==> src/rtl/ulaplus_palette_arb_pkg.sv <==
// Shared types for the ULAplus palette arbiter: palette geometry and the CPU write payload.
package ulaplus_palette_arb_pkg;

   localparam int unsigned PAL_AW = 6;
   localparam int unsigned PAL_DW = 8;

   typedef logic [PAL_DW-1:0] pal_entry_t;

   typedef struct packed {
      logic [PAL_AW-1:0] addr;
      pal_entry_t        data;
   } pal_wr_t;

endpackage

==> src/rtl/ulaplus_palette_arb_wfifo.sv <==
// ulaplus_wfifo: synchronous FIFO of buffered CPU palette writes (pal_wr_t), flush has priority.
module ulaplus_wfifo
   import ulaplus_palette_arb_pkg::*;
#(
   parameter int unsigned DEPTH = 4,
   localparam int unsigned AW = $clog2(DEPTH)
) (
   input  logic          clk28,
   input  logic          rst_n,
   input  logic          flush,
   input  logic          push,
   input  logic          pop,
   input  pal_wr_t       din,
   output pal_wr_t       dout,
   output logic          full,
   output logic          empty,
   output logic [AW:0]   count
);

   pal_wr_t        mem_q [DEPTH];
   logic [AW-1:0]  wr_ptr_q, wr_ptr_d;
   logic [AW-1:0]  rd_ptr_q, rd_ptr_d;
   logic [AW:0]    cnt_q, cnt_d;

   // Pointers wrap naturally because DEPTH is a power of two.
   always_comb begin
      wr_ptr_d = wr_ptr_q;
      rd_ptr_d = rd_ptr_q;
      cnt_d    = cnt_q;
      if (flush) begin
         wr_ptr_d = '0;
         rd_ptr_d = '0;
         cnt_d    = '0;
      end else begin
         if (push) wr_ptr_d = wr_ptr_q + AW'(1);
         if (pop)  rd_ptr_d = rd_ptr_q + AW'(1);
         case ({push, pop})
            2'b10:   cnt_d = cnt_q + (AW+1)'(1);
            2'b01:   cnt_d = cnt_q - (AW+1)'(1);
            default: cnt_d = cnt_q;
         endcase
      end
   end

   always_ff @(posedge clk28) begin
      if (!rst_n) begin
         wr_ptr_q <= '0;
         rd_ptr_q <= '0;
         cnt_q    <= '0;
      end else begin
         wr_ptr_q <= wr_ptr_d;
         rd_ptr_q <= rd_ptr_d;
         cnt_q    <= cnt_d;
      end
   end

   always_ff @(posedge clk28) begin
      if (push && !flush) mem_q[wr_ptr_q] <= din;
   end

   assign dout  = mem_q[rd_ptr_q];
   assign full  = (cnt_q == (AW+1)'(DEPTH));
   assign empty = (cnt_q == '0);
   assign count = cnt_q;

endmodule

==> src/rtl/ulaplus_palette_arb.sv <==
// ULAplus palette RAM arbiter: video > read-back > buffered CPU writes.
// Optional CPU read-back path enabled by defining ULAPLUS_READBACK_EN.
module ulaplus_palette_arb
   import ulaplus_palette_arb_pkg::*;
#(
   parameter int unsigned WFIFO_DEPTH = 4
) (
   input  logic              clk28,
   input  logic              rst_n,
   input  logic              en,
   input  logic              wr_req,
   input  logic [PAL_AW-1:0] wr_addr,
   input  logic [PAL_DW-1:0] wr_data,
   input  logic              rd_req,
   input  logic [PAL_AW-1:0] rd_addr,
   output logic [PAL_DW-1:0] rd_data,
   output logic              rd_valid,
   input  logic              vid_req,
   input  logic [PAL_AW-1:0] vid_addr,
   output logic [PAL_DW-1:0] vid_data,
   output logic              vid_valid,
   output logic [PAL_AW-1:0] ram_addr,
   output logic              ram_we,
   output logic [PAL_DW-1:0] ram_wdata,
   input  logic [PAL_DW-1:0] ram_rdata,
   output logic              wfifo_full,
   output logic              overflow
);

   localparam int unsigned CW = $clog2(WFIFO_DEPTH) + 1;

   pal_wr_t           fifo_din;
   pal_wr_t           fifo_head;
   logic              fifo_full, fifo_empty;
   logic [CW-1:0]     wfifo_cnt_unused;
   logic              push_c, pop_c, drop_c, grant_rd_c;
   logic [PAL_AW-1:0] rd_sel_addr_c;

   logic [PAL_AW-1:0] ram_addr_q, ram_addr_d;
   logic              ram_we_q, ram_we_d;
   pal_entry_t        ram_wdata_q, ram_wdata_d;
   logic              vid_p1_q, vid_p1_d;
   logic              vid_valid_q, vid_valid_d;
   logic              overflow_q, overflow_d;

   // Disabling ULAplus stops new write grants; a write already on ram_* still lands.
   assign pop_c    = en && !vid_req && !fifo_empty;
   assign push_c   = wr_req && en && (!fifo_full || pop_c);
   assign drop_c   = wr_req && en && fifo_full && !pop_c;
   assign fifo_din = '{addr: wr_addr, data: wr_data};

   ulaplus_wfifo #(.DEPTH(WFIFO_DEPTH)) u_wfifo (
      .clk28 (clk28),
      .rst_n (rst_n),
      .flush (!en),
      .push  (push_c),
      .pop   (pop_c),
      .din   (fifo_din),
      .dout  (fifo_head),
      .full  (fifo_full),
      .empty (fifo_empty),
      .count (wfifo_cnt_unused)
   );

   always_comb begin
      ram_addr_d  = ram_addr_q;
      ram_we_d    = 1'b0;
      ram_wdata_d = ram_wdata_q;
      vid_p1_d    = vid_req;
      vid_valid_d = vid_p1_q;
      overflow_d  = overflow_q;
      if (vid_req) begin
         ram_addr_d = vid_addr;
      end else if (grant_rd_c) begin
         ram_addr_d = rd_sel_addr_c;
      end else if (pop_c) begin
         ram_addr_d  = fifo_head.addr;
         ram_we_d    = 1'b1;
         ram_wdata_d = fifo_head.data;
      end
      if (!en)         overflow_d = 1'b0;
      else if (drop_c) overflow_d = 1'b1;
   end

   always_ff @(posedge clk28) begin
      if (!rst_n) begin
         ram_addr_q  <= '0;
         ram_we_q    <= 1'b0;
         ram_wdata_q <= '0;
         vid_p1_q    <= 1'b0;
         vid_valid_q <= 1'b0;
         overflow_q  <= 1'b0;
      end else begin
         ram_addr_q  <= ram_addr_d;
         ram_we_q    <= ram_we_d;
         ram_wdata_q <= ram_wdata_d;
         vid_p1_q    <= vid_p1_d;
         vid_valid_q <= vid_valid_d;
         overflow_q  <= overflow_d;
      end
   end

   // RAM output is forwarded in the cycle it becomes valid, keeping the 2-cycle lookup latency.
   assign vid_data   = vid_valid_q ? ram_rdata : '0;
   assign vid_valid  = vid_valid_q;
   assign ram_addr   = ram_addr_q;
   assign ram_we     = ram_we_q;
   assign ram_wdata  = ram_wdata_q;
   assign wfifo_full = fifo_full;
   assign overflow   = overflow_q;

`ifdef ULAPLUS_READBACK_EN
   logic              rd_pend_q, rd_pend_d;
   logic [PAL_AW-1:0] rd_addr_q, rd_addr_d;
   logic              rd_p1_q, rd_p1_d;
   logic              rd_valid_q, rd_valid_d;
   pal_entry_t        rd_hold_q, rd_hold_d;

   // Read waits for an empty FIFO so it observes every earlier CPU write.
   assign grant_rd_c    = en && rd_pend_q && fifo_empty && !vid_req;
   assign rd_sel_addr_c = rd_addr_q;

   always_comb begin
      rd_pend_d  = rd_pend_q;
      rd_addr_d  = rd_addr_q;
      rd_p1_d    = grant_rd_c;
      rd_valid_d = rd_p1_q;
      rd_hold_d  = rd_valid_q ? ram_rdata : rd_hold_q;
      if (grant_rd_c) rd_pend_d = 1'b0;
      if (rd_req && en) begin
         rd_pend_d = 1'b1;
         rd_addr_d = rd_addr;
      end
      if (!en) rd_pend_d = 1'b0;
   end

   always_ff @(posedge clk28) begin
      if (!rst_n) begin
         rd_pend_q  <= 1'b0;
         rd_addr_q  <= '0;
         rd_p1_q    <= 1'b0;
         rd_valid_q <= 1'b0;
         rd_hold_q  <= '0;
      end else begin
         rd_pend_q  <= rd_pend_d;
         rd_addr_q  <= rd_addr_d;
         rd_p1_q    <= rd_p1_d;
         rd_valid_q <= rd_valid_d;
         rd_hold_q  <= rd_hold_d;
      end
   end

   assign rd_data  = rd_valid_q ? ram_rdata : rd_hold_q;
   assign rd_valid = rd_valid_q;
`else
   logic rd_unused;

   assign rd_unused     = ^{rd_req, rd_addr};
   assign grant_rd_c    = 1'b0;
   assign rd_sel_addr_c = '0;
   assign rd_data       = '0;
   assign rd_valid      = 1'b0;
`endif

endmodule

==> config.mk <==
export PLATFORM = sky130hd
export DESIGN_NAME = ulaplus_palette_arb
export DESIGN_NICKNAME = d
export VERILOG_FILES = /design/src/rtl/ulaplus_palette_arb_pkg.sv /design/src/rtl/ulaplus_palette_arb_wfifo.sv /design/src/rtl/ulaplus_palette_arb.sv
export SDC_FILE = /design/constraint.sdc
export NUM_CORES = 1
export LEC_CHECK = 0
export BUFFER_PORTS_ARGS = -buffer_cell sky130_fd_sc_hd__buf_2
export CAP_MARGIN = 20
export CORE_UTILIZATION = 48
export DETAILED_ROUTE_END_ITERATION = 8
export PLACE_DENSITY = 0.8
export SLEW_MARGIN = 0
export SYNTH_ARGS = -nofsm -noshare
export SYNTH_HDL_FRONTEND = slang
export SYNTH_SLANG_ARGS = --single-unit
==> constraint.sdc <==
create_clock -name clk28 -period 2.1 [get_ports clk28]
set_input_delay 0.315 -clock clk28 [delete_from_list [all_inputs] [get_ports clk28]]
set_output_delay 0.315 -clock clk28 [all_outputs]
set_load 0.02 [all_outputs]
==> results of run 1 <==
-- per-layer routing --
layer	vias to the layer above	wire (microns)	share of wire (%)
li1	970	-	-
met1	995	2580	42
met2	73	3060	50
met3	12	336	5.5
met4	0	132	2.2
met5	-	0	0
-- cells by family (layout without fill, tap and decap cells) --
logic type	Yosys count	after routing	share of synthesized area, %
flip-flops	83	83	66.6
AND/OR/NAND/NOR	67	67	10.2
AO/OA/AOI/OAI	33	33	6.26
buffers and inverters	23	93	4.05
multiplexers	16	16	9.67
adder cells (fa/ha/maj)	5	5	2.10
XOR/XNOR	4	4	1.05
other	1	9	0.112
-- layout make-up --
class / count / area (sq um)
Fill cell: 546 / 2750
Sequential cell: 83 / 2220
Multi-Input combinational cell: 134 / 1020
Timing Repair Buffer: 72 / 445
Clock buffer: 9 / 124
Tap cell: 80 / 100
Clock inverter: 7 / 77.6
Inverter: 5 / 18.8
-- critical path: stages (launching register included) --
cell	delay [ps]
dfxtp_2	340
or3_4	380
and2_4	150
nand2b_1	70
fa_1	420
or3b_4	410
a21oi_2	120
-- cell usage after synthesis, types with 2 or more instances --
cell type  instances
edfxtp_1          56
nand2_1           29
dfxtp_1           27
and2_1            15
mux4_2            13
a21oi_1           12
buf_4             10
a21boi_0           9
nor2_1             7
inv_1              5
o21ai_0            5
clkbuf_1           4
ha_1               4
buf_2              3
mux2i_1            3
nand2b_1           3
nand3_1            3
nor2b_1            3
xnor2_1            3
a31oi_1            2
-- through the flow --
step	util, %	std cells	hold WS (ps)
global placement	56.2	374	415
floorplan	-	240	412
detailed placement	56.2	374	434
finish	59.3	390	172
CTS	59.2	390	162
global route	59.3	390	167
-- report_power, final --
part	total (mW)	leakage, nW	switching, mW	internal [mW]
registers	1.78	0.729	0.0113	1.77
logic	0.190	0.667	0.111	0.0790
clock network	1.14	0.105	0.580	0.559
total	3.11	1.50	0.702	2.41
-- sequential cells by signal, indices dropped and copies added, names as in the netlist, named ones only --
| register | count |
|---|---|
| overflow | 1 |
| ram_addr | 6 |
| ram_wdata | 8 |
| ram_we | 1 |
| u_wfifo.count | 3 |
| u_wfifo.mem_q | 56 |
| u_wfifo.rd_ptr_q | 2 |
| u_wfifo.wr_ptr_q | 2 |
| vid_p1_q | 1 |
| vid_valid | 1 |
-- path summary, 6_finish.rpt --
path,slack (ps),to,cells past startpoint
min reg2reg,450,vid_valid$_SDFF_PN0_,1
min,170,u_wfifo.mem_q[1][12]$_DFFE_PP_,1
max reg2reg,140,u_wfifo.count[1]$_SDFFE_PN0P_,6
max,140,u_wfifo.count[1]$_SDFFE_PN0P_,6
==> out/metrics.csv, run 1 <==
stage,metric,value,unit
clock_network,CTS H-tree lvls,3,
detailed_routing,routed length per instance,15.7,microns
placed_design,routability cong.,0.789,
timing,Final Skew,9.17,ps
timing,"Slew Viols, Final",0,
critical_path,Critical Path AT,2230,ps
placed_design,dpl ws,37.6,ps
global_route,number of global-route vias before repair,1971,
synth,Synth Flop Type,edfxtp_1,
global_route,first-pass GRT wire length,9650,microns
floorplan,I/O pin total,75,
synth,"Distinct cells, synth",36,
critical_path,crit path kind,reg -> reg,
clock_network,Post-CTS Hold Fix Bufs,0,
finish,share of cells above drive strength 1,34.8,%
floorplan,CORE AREA,6760,sq um
synth,sequential-to-total area share from yosys stat,66.6,%
synth,Syn Area/Cell,14.4,sq um
synth,"EDFF count, synth",56,
synth,Post-Syn Instances,232,
pwr,PD cells,776,nW/um^2
detailed_routing,final antenna-violating net count,0,
floorplan,die height,85.4,microns
critical_path,CP startpoint,u_wfifo.count[1]$_SDFFE_PN0P_,
detailed_routing,Detailed Route WL,6110,microns
clock_network,total CTS buffers,9,
critical_path,crit path launch type,register,
detailed_routing,DRC errors left,0,
timing,RSZ-0062 raised after global routing,no,
floorplan,# rows,30,
clock_network,CTS clock-pin slew for the worst setup and hold paths,90,ps
synth,"flops & latches, synth",83,
timing,Peak Freq,510,MHz
clock_network,clock root buffer,clkbuf_8,
clock_network,clk buf depth,2,
worst_hold_path,worst hold path type,in -> reg,
detailed_routing,via/cell ratio,5.26,
synth,top post-synthesis cells by area,"edfxtp_1 (50%), dfxtp_1 (16%), mux4_2 (8.8%), nand2_1 (3.3%), and2_1 (2.8%)",
finish,Area Overhead vs Synth,20.0,%
critical_path,WP data required,2370,ps
synth,post-synth top area share,50.4,%
clock_network,CTS tree,built,
global_route,grt ovf,0,
finish,"commonest non-fill, non-tap cell in the layout",buf_2,
clock_network,CTS Sinks,83,
timing,Final TNS setup,0,ps
timing,final hold vios,0,
critical_path,"Max FO, Critical Path",4,
worst_hold_path,worst min-delay path startpoint,wr_addr[4],
global_route,largest net degree at the start of global routing,19,
detailed_routing,vias,2050,
synth,post-synth top area cell,edfxtp_1,
timing,fin crit share,93.4,%
placed_design,Detailed Place HPWL,4140,microns
placed_design,Placed Area,3800,sq um
global_route,grt peak-use layer,met2,
floorplan,Die Wd,85.4,microns
detailed_routing,detailed router's first-iteration violation count,90,
floorplan,initial core utilization,49.4,%
critical_path,CP endpoint kind,register,
timing,final worst setup slack,139,ps
pwr,total power,3.11,mW
critical_path,Critical R2R Launch,u_wfifo.count[1]$_SDFFE_PN0P_,
run,maxcap violations,0,
synth,Synth warnings,0,
synth,Post-synth ARST share,0,%
clock_network,post-CTS sizing,0,
finish,number of antenna diodes,0,
pwr,worst vdd ir,0.502,mV
timing,fin crit period,1960,ps
timing,Final setup viols,0,
clock_network,clock insertion delay at the later pin of the skew report,350,ps
placed_design,port bufs,58,
global_route,initial antenna violation count,0,
finish,Finished Cell Area,4010,sq um
global_route,GR Util met3,3.50,%
global_route,global-route usage over all layers,18.3,%
finish,most frequent cells in the layout,"buf_2 (58), edfxtp_1 (56), nand2_1 (29)",
finish,Nets,350,
detailed_routing,Pre-antenna DRT Iters,4,
synth,Syn Std Cell Area,3340,sq um
global_route,met1 Use GR,22.1,%
pwr,leak pwr,1.50,nW
clock_network,postcts setup bufs,0,
run_status,status,"finished, final reports clean",
global_route,grt met2 use,31.5,%
floorplan,Die ar.,7290,sq um
Power figures use the tool's default switching activity.
==> run 2: changes to the inputs <==
SYNTH_HIERARCHICAL = 1   (was unset)
==> run 2 against run 1 <==
- cell area barely moved
- final cell count down 4.4%
- via count decreased by 7.4%
- combinational power decreased by 4%
- critical path depth rose by 3
- the flow now finishes with violations (design-rule violations)
==> out/metrics.csv, run 2 <==
stage,metric,value,unit
run_status,status,"finished, violations left",
run_status,violated checks,design-rule violations,
detailed_routing,routed length per instance,15.4,microns
floorplan,CORE AREA,6490,sq um
floorplan,die height,85.0,microns
finish,most frequent cells in the layout,"buf_2 (58), edfxtp_1 (56), dfxtp_1 (24)",
pwr,Gate power share,5.8,%
pwr,leak pwr,1.56,nW
finish,Area Overhead vs Synth,21.3,%
critical_path,Critical Path AT,2340,ps
placed_design,dpl ws,-23.9,ps
finish,FF+latch area,2230,sq um
placed_design,Post-Place Cells,356,
clock_network,CTS Sinks,83,
critical_path,crit path launch type,register,
critical_path,WP data required,2370,ps
synth,Post-synth ARST share,0,%
finish,max reg flops,56,
critical_path,CP max stage cell,or3b_4,
timing,Final Skew,11.6,ps
floorplan,I/O pin total,75,
finish,Util after Layout,61.7,%
critical_path,CP endpoint kind,register,
critical_path,R2R cell count,9,
detailed_routing,via/cell ratio,5.09,
detailed_routing,DRC errors left,8,
timing,Final setup viols,0,
pwr,total power,3.16,mW
synth,Post-Syn Instances,219,
critical_path,"Max FO, Critical Path",3,
critical_path,crit path kind,reg -> reg,
finish,Finished Cell Area,4010,sq um
clock_network,CTS tree,built,
detailed_routing,Met2 Wirelength,2930,microns
timing,Peak Freq,482,MHz
synth,Synth warnings,6,
clock_network,Post-CTS Hold Fix Bufs,0,
clock_network,clock insertion delay at the later pin of the skew report,350,ps
synth,most frequent cell after synthesis,edfxtp_1,
critical_path,Worst path max stage delay,410,ps
finish,"commonest non-fill, non-tap cell in the layout",buf_2,
pwr,sw frac,20.8,%
detailed_routing,detailed router's first-iteration violation count,148,
detailed_routing,final antenna-violating net count,0,
timing,fin crit share,98.9,%
detailed_routing,vias,1898,
timing,fin crit period,2080,ps
clock_network,CTS H-tree lvls,3,
floorplan,Die Wd,85.0,microns
synth,"Distinct cells, synth",30,
pwr,PD cells,790,nW/um^2
clock_network,clk buf depth,2,
timing,RSZ-0062 raised after global routing,yes,
worst_hold_path,worst hold path type,in -> reg,
placed_design,Placed Area,3780,sq um
clock_network,clock root buffer,clkbuf_8,
global_route,number of global-route vias before repair,1869,
finish,Largest Register,u_wfifo/mem_q,
pwr,register share of total power,56.1,%
timing,Final TNS setup,0,ps
synth,post-synth top area cell,edfxtp_1,
pwr,sw power,0.657,mW
detailed_routing,wl on met1,2480,microns
detailed_routing,Detailed Route WL,5740,microns
placed_design,routability cong.,0.712,
global_route,global-route usage over all layers,17.4,%
placed_design,port bufs,58,
synth,Syn Std Cell Area,3300,sq um
timing,worst hold slack,182,ps
floorplan,Die ar.,7220,sq um
pwr,P_int,2.51,mW
detailed_routing,met3 WL,279,microns
synth,"flops & latches, synth",83,
detailed_routing,top sig layer,met4,
synth,sequential-to-total area share from yosys stat,67.3,%
pwr,Clock power frac,38.2,%
floorplan,# rows,29,
floorplan,initial core utilization,50.9,%
global_route,initial antenna violation count,0,
finish,number of antenna diodes,0,
pwr,worst vdd ir,0.578,mV
finish,fill count,508,
placed_design,Detailed Place HPWL,4090,microns
finish,multi-input logic area,988,sq um
global_route,grt ovf,0,
finish,Nets,337,
synth,post-synth top area share,50.9,%
detailed_routing,Pre-antenna DRT Iters,6,
clock_network,total CTS buffers,9,
finish,non-filler instance count after layout,373,
global_route,first-pass GRT wire length,9070,microns
synth,top post-synthesis cells by area,"edfxtp_1 (51%), dfxtp_1 (16%), mux4_2 (6.8%), mux4_1 (3.2%), and2_1 (2.8%)",
synth,"EDFF count, synth",56,
global_route,largest net degree at the start of global routing,28,
timing,final worst setup slack,23.4,ps
run,maxcap violations,0,
finish,share of cells above drive strength 1,38.2,%
critical_path,"critical path, cell by cell","nor3_4, or3b_4, clkinv_4, ha_4, inv_2, fa_2, xor2_1, or3_1, a21oi_2",
worst_hold_path,WHS Path Cells,1,
clock_network,CTS clock-pin slew for the worst setup and hold paths,80,ps
synth,"top cells by count, synth","edfxtp_1 (56), dfxtp_1 (27), nand3_1 (16), and2_1 (15), nand2_1 (11)",
synth,Synth Flop Type,edfxtp_1,
timing,"Slew Viols, Final",0,
synth,Syn Area/Cell,15.1,sq um
timing,final hold vios,0,
==> run 2: kinds of logic (layout without fill, tap and decap cells) <==
| logic type | Yosys count | after routing | share of synthesized area [%] |
|---|---|---|---|
| DFF | 83 | 83 | 67.3 |
| and+or+nand+nor | 58 | 58 | 8.83 |
| buffers and inverters | 28 | 97 | 5.23 |
| muxes | 21 | 21 | 12.1 |
| AOI/OAI and AO/OA | 17 | 17 | 2.61 |
| adders and majority gates | 6 | 6 | 2.50 |
| xor gates and xnor gates | 5 | 5 | 1.33 |
| other | 1 | 9 | 0.114 |
==> run 2: worst paths after layout <==
kind | slack (ps) | to | startpoint
setup / recovery | 20 | u_wfifo/count[2]$_SDFFE_PP0P_ | u_wfifo/count[1]$_SDFFE_PP0P_
hold / removal | 180 | u_wfifo/mem_q[1][4]$_DFFE_PP_ | wr_data[4]
setup reg to reg | 20 | u_wfifo/count[2]$_SDFFE_PP0P_ | u_wfifo/count[1]$_SDFFE_PP0P_
hold reg to reg | 440 | vid_valid$_SDFF_PN0_ | vid_p1_q$_SDFF_PN0_
==> run 2: area by class of cell <==
| type | instances | share of cell area [%] |
|---|---|---|
| well taps | 77 | 2.40 |
| flip-flops and latches | 83 | 55.6 |
| repair buffers | 72 | 11.1 |
| clock buffers | 11 | 3.28 |
| multi-input cells | 116 | 24.7 |
| clock inverters | 5 | 1.97 |
| inverters | 9 | 0.968 |
==> run 2: per-layer routing <==
metal / GRT usage [%] / vias up
li1: - / 924
met1: 20.2 / 895
met2: 30.6 / 75
met3: 3.99 / 4
met4: 8.32 / 0
met5: 0 / -
==> run 2: repair_timing <==
item / CTS / global route
gates cloned: 0 / 0
setup endpoints to repair: 1 / 2
pin swaps: 0 / 2
resized for setup: 0 / 3
setup buffers: 1 / 0
==> run 2: critical path, delay by kind of cell, from the launching register on <==
kind | cells | cell delay (ps)
flops | 1 | 370
compound gates | 1 | 120
fa+ha+maj | 2 | 470
simple gates | 3 | 780
buf+inv | 2 | 110
xor+xnor | 1 | 150
==> run 2: power by group through the flow <==
stage	Sequential, mW	Combinational, mW	Clock (mW)
floorplan	1.83	0.103	0
detailed placement	1.81	0.181	0
finish	1.78	0.182	1.21
global placement	1.81	0.175	0
global route	1.78	0.200	1.31
CTS	1.78	0.183	1.24
==> run 3: changes to the inputs <==
CORE_UTILIZATION = 57   (was 48)
PLACE_DENSITY = 0.89   (was 0.8)
clock period = 2.4 ns   (was 2.1 ns; I/O delays follow)
==> run 3 against run 2 <==
- the flow now finishes without violations
- fmax fell by 6.4%
- wire length rose by 2.0%
- global-route usage rose by 4.1 points
- final cell count fell by 2.9%
- sequential power fell by 12%
- clock-buffer cell count did not move
- register-to-register slack improved by 160 ps
- critical path type unchanged
- critical endpoint unchanged
==> out/metrics.csv, run 3 (synthesis results as in run 2) <==
stage,metric,value,unit
run_status,status,"finished, final reports clean",
detailed_routing,met3 WL,377,microns
floorplan,I/O pin total,75,
clock_network,total CTS buffers,9,
critical_path,Critical Path AT,2500,ps
detailed_routing,top sig layer,met4,
detailed_routing,via/cell ratio,5.31,
critical_path,crit path kind,reg -> reg,
critical_path,CP startpoint,u_wfifo/count[1]$_SDFFE_PP0P_,
floorplan,initial core utilization,59.6,%
timing,fin crit period,2220,ps
clock_network,CTS H-tree lvls,3,
timing,"Slew Viols, Final",0,
critical_path,WP data required,2680,ps
timing,Final TNS setup,0,ps
pwr,register share of total power,58.6,%
critical_path,FF-to-FF End,u_wfifo/count[2]$_SDFFE_PP0P_,
placed_design,Post-Place Cells,346,
finish,max reg flops,56,
finish,number of antenna diodes,0,
global_route,global-route usage over all layers,21.5,%
pwr,Gate power share,5.7,%
clock_network,clock insertion delay at the later pin of the skew report,350,ps
detailed_routing,routed length per instance,16.2,microns
critical_path,crit path launch type,register,
placed_design,dpl ws,88.3,ps
timing,RSZ-0062 raised after global routing,no,
floorplan,CORE AREA,5540,sq um
finish,"commonest non-fill, non-tap cell in the layout",buf_2,
critical_path,Critical R2R Launch,u_wfifo/count[1]$_SDFFE_PP0P_,
clock_network,CTS tree,built,
timing,Final setup viols,0,
placed_design,Detailed Place HPWL,4020,microns
detailed_routing,wl on met1,2360,microns
clock_network,postcts setup bufs,0,
clock_network,Post-CTS Hold Fix Bufs,0,
floorplan,die height,78.1,microns
timing,final hold vios,0,
finish,Util after Layout,69.6,%
detailed_routing,Pre-antenna DRT Iters,4,
placed_design,port bufs,58,
timing,final worst setup slack,181,ps
detailed_routing,final antenna-violating net count,0,
pwr,P_int,2.08,mW
critical_path,critical path endpoint,u_wfifo/count[2]$_SDFFE_PP0P_,
floorplan,Die ar.,6100,sq um
run,maxcap violations,0,
finish,Area Overhead vs Synth,16.7,%
detailed_routing,Met2 Wirelength,3020,microns
detailed_routing,Detailed Route WL,5850,microns
finish,share of cells above drive strength 1,32.1,%
global_route,grt ovf,0,
timing,Final Skew,5.37,ps
critical_path,flop2flop setup slack,180,ps
clock_network,clock root buffer,clkbuf_8,
floorplan,# rows,27,
finish,Nets,331,
global_route,initial antenna violation count,0,
global_route,largest net degree at the start of global routing,28,
timing,worst slew pin tran,688,ps
critical_path,CP endpoint kind,register,
global_route,number of global-route vias before repair,1968,
global_route,first-pass GRT wire length,9380,microns
finish,most frequent cells in the layout,"buf_2 (58), edfxtp_1 (56), dfxtp_1 (27)",
pwr,Clock power frac,35.7,%
worst_hold_path,worst hold path type,in -> reg,
timing,fin crit share,92.5,%
critical_path,R2R cell count,9,
detailed_routing,DRC errors left,0,
placed_design,routability cong.,0.725,
timing,worst hold slack,214,ps
critical_path,"Max FO, Critical Path",4,
pwr,worst vdd ir,0.501,mV
pwr,sw frac,21.5,%
pwr,leak pwr,1.49,nW
timing,Slew headroom,54.1,%
clock_network,clk buf depth,2,
pwr,PD cells,688,nW/um^2
detailed_routing,vias,1922,
finish,non-filler instance count after layout,362,
pwr,sw power,0.571,mW
timing,Peak Freq,451,MHz
clock_network,CTS Sinks,83,
floorplan,Die Wd,78.1,microns
clock_network,CTS clock-pin slew for the worst setup and hold paths,80,ps
detailed_routing,detailed router's first-iteration violation count,162,
finish,Largest Register,u_wfifo/mem_q,
[run 3: cell types whose count changed in the layout (fill, tap and decap cells not counted), sizes merged]
cell / before / now
clkinv: 4 / 5
bufinv: 2 / 1
buf: 72 / 66
[run 3: final cells by class]
cell class | count | area (sq um)
sequential | 83 | 2220
fill | 393 | 1680
multi-input combinational | 116 | 950
timing repair buffer | 66 | 375
clock buffer | 11 | 131
tap | 72 | 90.1
clock inverter | 5 | 53.8
inverter | 9 | 33.8
[run 3: worst min path at each step]
stage | from | to | slack (ps) | cells after the start
3_3_place_gp | vid_p1_q$_SDFF_PN0_ | vid_valid$_SDFF_PN0_ | 430 | 1
5_1_grt | wr_data[0] | u_wfifo/mem_q[3][0]$_DFFE_PP_ | 210 | 1
2_1_floorplan | vid_p1_q$_SDFF_PN0_ | vid_valid$_SDFF_PN0_ | 410 | 1
4_1_cts | wr_data[0] | u_wfifo/mem_q[3][0]$_DFFE_PP_ | 210 | 1
3_5_place_dp | vid_p1_q$_SDFF_PN0_ | vid_valid$_SDFF_PN0_ | 440 | 1
6_report | wr_data[1] | u_wfifo/mem_q[0][1]$_DFFE_PP_ | 210 | 1
[run 3: power groups by stage]
stage	logic (mW)	registers [mW]	clock network, mW
2_1_floorplan	0.0853	1.60	0
3_3_place_gp	0.144	1.59	0
3_5_place_dp	0.149	1.59	0
4_1_cts	0.150	1.56	0.967
5_1_grt	0.167	1.56	1.03
6_report	0.150	1.56	0.947
[run 3: timing repair]
item,CTS,global route
gates resized for setup,0,3
endpoints found under the hold margin,0,0
setup endpoints to repair,0,2
[run 3: metrics by stage]
stage,total power [mW],instance area [sq um]
after floorplan,1.68,3330
after global placement,1.73,3660
after detailed placement,1.74,3660
after CTS,2.67,3840
after global routing,2.75,3860
final,2.65,3860
[run 3: worst max-delay path, cell delays in order (launching register included)]
cell and delay, ps:
dfxtp_1 380, nor3_2 70, or3b_4 410, clkinv_1 90
ha_1 180, inv_1 60, fa_1 370, xor2_1 160
or3_1 300, a21oi_1 140
[run 3: routing by layer]
metal	vias to the layer above	GRT usage, %
met3	9	6.05
met2	80	36.5
met1	923	25.1
li1	910	-
met4	0	10.6
met5	-	0
